### src/rtl/moore_overlapping_1011_if.sv
// Serial bit-stream bus for the 1011 detector: one data bit in, one flag out.
interface moore_overlapping_1011_if;
  logic data;
  logic detected;

  modport master (
    output data,
    input  detected
  );

  modport slave (
    input  data,
    output detected
  );
endinterface

### src/rtl/moore_overlapping_1011.sv
// Overlapping Moore detector for the serial pattern 1011; flag is decoded
// from the state register only, so it lags the fourth bit by one edge.
module moore_overlapping_1011 (
  input  logic                      clk,
  input  logic                      rst,
  moore_overlapping_1011_if.slave   bus
);

  typedef enum logic [2:0] {
    S0 = 3'd0,
    S1 = 3'd1,
    S2 = 3'd2,
    S3 = 3'd3,
    S4 = 3'd4
  } state_e;

  state_e state_q;
  state_e state_d;

  always_ff @(posedge clk) begin
    if (!rst) begin
      state_q <= S0;
    end else begin
      state_q <= state_d;
    end
  end

  // S4 falls back to S1/S2 so the trailing "1" (or "10") seeds the next match.
  always_comb begin
    state_d = S0;
    unique case (state_q)
      S0:      state_d = bus.data ? S1 : S0;
      S1:      state_d = bus.data ? S1 : S2;
      S2:      state_d = bus.data ? S3 : S0;
      S3:      state_d = bus.data ? S4 : S2;
      S4:      state_d = bus.data ? S1 : S2;
      default: state_d = S0;
    endcase
  end

  always_comb begin
    bus.detected = 1'b0;
    if (state_q == S4) begin
      bus.detected = 1'b1;
    end
  end

endmodule

### src/flat_wrapper.sv
// flat-port wrapper written by rule: the top's interface ports become plain ports
module moore_overlapping_1011_flat 
  (clk, rst, bus_data, bus_detected);
  moore_overlapping_1011_if bus_i ();
  input  logic clk;
  input  logic rst;
  input wire logic [$bits(bus_i.data)-1:0] bus_data;
  output wire logic [$bits(bus_i.detected)-1:0] bus_detected;
  assign bus_i.data = bus_data;
  assign bus_detected = bus_i.detected;
  moore_overlapping_1011 u_core (.clk(clk), .rst(rst), .bus(bus_i));
endmodule
### config.mk
export PLATFORM = sky130hd
export DESIGN_NAME = moore_overlapping_1011_flat
export DESIGN_NICKNAME = d
export VERILOG_FILES = /design/src/rtl/moore_overlapping_1011_if.sv /design/src/rtl/moore_overlapping_1011.sv /design/src/flat_wrapper.sv
export SDC_FILE = /design/constraint.sdc
export NUM_CORES = 1
export LEC_CHECK = 0
export ABC_AREA = 1
export CORE_AREA = 2 2 39 41
export CTS_CLUSTER_DIAMETER = 30
export CTS_CLUSTER_SIZE = 8
export DETAILED_ROUTE_END_ITERATION = 10
export DIE_AREA = 0 0 41 43
export GPL_ROUTABILITY_DRIVEN = 1
export REMOVE_ABC_BUFFERS = 1
export SETUP_SLACK_MARGIN = 0.1
export SKIP_CTS_REPAIR_TIMING = 1
export SLEW_MARGIN = 20
export SYNTH_ARGS = -nofsm -noshare
export SYNTH_HDL_FRONTEND = slang
export SYNTH_SLANG_ARGS = --single-unit
export TNS_END_PERCENT = 5
### constraint.sdc
create_clock -name clk -period 0.8 [get_ports clk]
set_input_delay 0.12 -clock clk [delete_from_list [all_inputs] [get_ports clk]]
set_output_delay 0.12 -clock clk [all_outputs]
set_load 0.02 [all_outputs]
Word level (Yosys, flattened, before mapping)
Cells that the tools add are included.
Word-level totals
  register bits after elaboration: 3
  input bits: 3
  output and inout bits: 1
  logic and storage cells: 13
Cells by class
  equality and inequality tests: 4
  muxes and demuxes: 6
  reduce and logical (&&, ||, !) cells: 2
Operators by type and width (count)
  3-bit one-hot mux with 4 select lines: 1
  3-bit by 2-bit equality test with 1-bit output (second input constant): 2
  2-bit two-way mux: 2
  3-bit by 1-bit equality test with 1-bit output (second input constant): 1
  3-bit equality test (second input constant): 1
  3-bit logical NOT: 1
  3-bit two-way mux: 1
  1-bit two-way mux: 2
  2-bit OR reduction: 1

Depth between registers and ports, before layout
  word-level depth: 3
  gate-level depth with buffers: 5
  depth with buffers taken out: 5

Worst setup path after synthesis
OpenSTA, ideal clock, no wires.
  path kind: reg2out
  start point: reg u_core.state_q[2]
  end point: out bus_detected
  data arrival time: 0.848 ns
  data required time: 0.680 ns
  path slack: -0.168 ns
  stages on the path, launching flop included: 3
  path buffers: 0
  cells stage by stage: dfxtp_1 -> inv_1 -> nor3_1
On the way
  longest elaborated chain between the ends: 2
RTL lines
  start: declaration: RTL line moore_overlapping_1011.sv:17  | state_e state_q;
  start signal: assignment: RTL line moore_overlapping_1011.sv:24  | state_q <= state_d;
  3-bit equality test: RTL line moore_overlapping_1011.sv:43  | if (state_q == S4) begin
  1-bit two-way mux: RTL line moore_overlapping_1011.sv:43
  end: declaration: RTL line flat_wrapper.sv:8  | output wire logic [$bits(bus_i.detected)-1:0] bus_detected;
No other way between the ends.

Worst setup path after layout
Ends and elaborated chain as after synthesis.

==> run summary <==
Final TNS setup: -0.327 ns
GRT overflow: 0
Post-DP Area: 214 sq um
Crit end category: output port
Crit path max fanout: 2
Fin area: 263 sq um
Crit-path cells: inv_2 > nor3_2 > buf_4
Syn. warnings: 0
Total die area: 1760 sq um
Worst Hold Class: in -> reg
Most common library cell in the layout ignoring fill and taps: buf_4
Worst path required time: 0.68 ns
Area contributors post-synth: dfxtp_1 (45%), nor2_1 (14%), nand2_1 (11%)
Reg clk slew, reported paths: 0.04 ns
Gp weighted congestion: 0.572
Pint: 366 uW
Worst-margin pin slew: 0.134 ns
Gate power share: 9.6%
Most frequent cells in the layout: buf_4 (6), nor2_2 (4), nand2_1 (4)
Cell area after synthesis: 134 sq um
Max_cap viols: 0
Slowest CP cell: dfxtp_2
Tightest hold margin: 0.464 ns
Die height: 43 microns
Fmax: 1.00 GHz
Number of DRC markers in iteration 0: 3
Maximum vdd drop: 0.414 mV
Clock Path Buffers: 2
Net load switching power: 99.9 uW
Synthesis-to-finish area growth: 96.3%
Die Width: 41 microns
CP Launch Type: flop
Vias post-DR: 164
CTS buffer count: 3
RSZ-0062 raised after global routing: true
Post-DR wirelength/cell: 6.94 microns
Switching part of the total: 21.4%
Final ANT Viol Nets: 0
Sequential Power Share: 34.1%
Largest Register: u_core.state_q
# setup viols final: 3
Post-synthesis register bit count: 3
Max incr delay on CP: 0.33 ns
Critical path class: reg -> out
Root buffer cell: clkbuf_4
Via-to-Cell Ratio: 3.42
Post-synthesis sequential area ratio: 44.9%
Syn Inst Count: 20
Final Hold Fails: 0
Residual DRC: 0
Synth top area share: 44.9%
Largest regs: u_core.state_q x3
Filler cell count in the final layout: 160
# IOs: 4
WP buf/inv: 2
Clk_lat worst skew: 0.23 ns
Outcome: finished with violations
First-pass GRT wire length: 372 microns
Clock sinks: 3
GRT Util Overall: 3.91%
P_leak: 0.109 nW
Detailed placement HPWL: 207 microns
Delay-heaviest family, CP: flip-flops
Pin count of the biggest net entering global routing: 5
Core area: 1380 sq um
Final period util: 125%
Mean Syn Cell Area: 6.69 sq um
Final min period: 0.998 ns
Layout cell share with drive strength beyond 1: 56.3%
Starting Density: 9.67%
Total wire length: 333 microns
Setup slack after layout: -0.198 ns
Fin util: 19.0%
Clk_skew: 0.00635 ns
Critical path arrival: 0.88 ns
Ant diodes: 0
CTS tree: yes
Row count: 14
Failing checks: negative setup slack
H-tree depth: 1
Slew HR: 91.0%
Length of the first detailed-routing pass in iterations: 2
Max reg flops: 3
Initial antenna violation count: 0
Largest area contributor in the netlist: dfxtp_1
Clock Power Share: 56.3%
Unique masters post-synth: 7
Layout Nets: 36
Port bufs: 3
Worst slack, placed: -0.433 ns
Vias in the first global route: 123
Slew Viols, Final: 0
Cell Pwr Density: 1770 nW/um^2
[worst paths after layout]
| kind | slack, ns | depth (start not counted) | endpoint | start |
|---|---|---|---|---|
| worst min-delay path | 0.46 | 3 | u_core.state_q[1]$_SDFF_PN0_ | rst |
| worst max register to register | -0.13 | 6 | u_core.state_q[1]$_SDFF_PN0_ | u_core.state_q[2]$_SDFF_PN0_ |
| worst max-delay path | -0.20 | 3 | bus_detected | u_core.state_q[2]$_SDFF_PN0_ |
| worst min register to register | 0.60 | 3 | u_core.state_q[2]$_SDFF_PN0_ | u_core.state_q[2]$_SDFF_PN0_ |
[cell families (layout without fill, tap and decap cells)]
family	Yosys count	in the layout	synth area share [%]
AND/OR/NAND/NOR	13	13	42.1
flip-flops	3	3	44.9
AO/OA/AOI/OAI	2	2	7.48
buffers and inverters	2	14	5.61
[layout make-up]
class                      instances  area [sq um]  area share [%]
clock buffer                       4          26.3            10.0
tap                               16          20.0            7.62
multi-input combinational         15          81.3            31.0
sequential                         3          62.6            23.8
inverter                           2          7.51            2.86
timing repair buffer               8          65.1            24.8
[power by group through the flow]
stage / Clock [mW] / Sequential (mW) / Combinational (mW)
floorplan: 0 / 0.162 / 0.0154
global placement: 0 / 0.160 / 0.0394
detailed placement: 0 / 0.160 / 0.0395
CTS: 0.270 / 0.158 / 0.0396
global route: 0.291 / 0.159 / 0.0488
finish: 0.263 / 0.159 / 0.0447
[through the flow]
step / power (mW) / std cells
floorplan: 0.177 / 20
global placement: 0.200 / 43
detailed placement: 0.200 / 43
CTS: 0.467 / 47
global route: 0.499 / 48
finish: 0.466 / 48
[cell usage after synthesis]
| cell | number |
|---|---|
| nand2_1 | 4 |
| dfxtp_1 | 3 |
| nor2_2 | 2 |
| o21ai_0 | 2 |
| nor2_1 | 5 |
| nor3_1 | 2 |
| inv_1 | 2 |
[tightest hold or removal path, cell delays in order]
cell	delay, ns
clkdlybuf4s50_1	0.41
o21ai_0	0.08
nor2_1	0.04
[layer usage]
layer | wire [microns] | track usage [%] | vias up | share of wire [%]
met1 | 118 | 2.24 | 73 | 35
li1 | - | - | 86 | -
met4 | 10 | 6.00 | 0 | 3.0
met5 | 0 | 0 | - | 0
met2 | 198 | 5.31 | 3 | 59
met3 | 6 | 3.14 | 2 | 1.8
(Power assumes the default switching activity.)
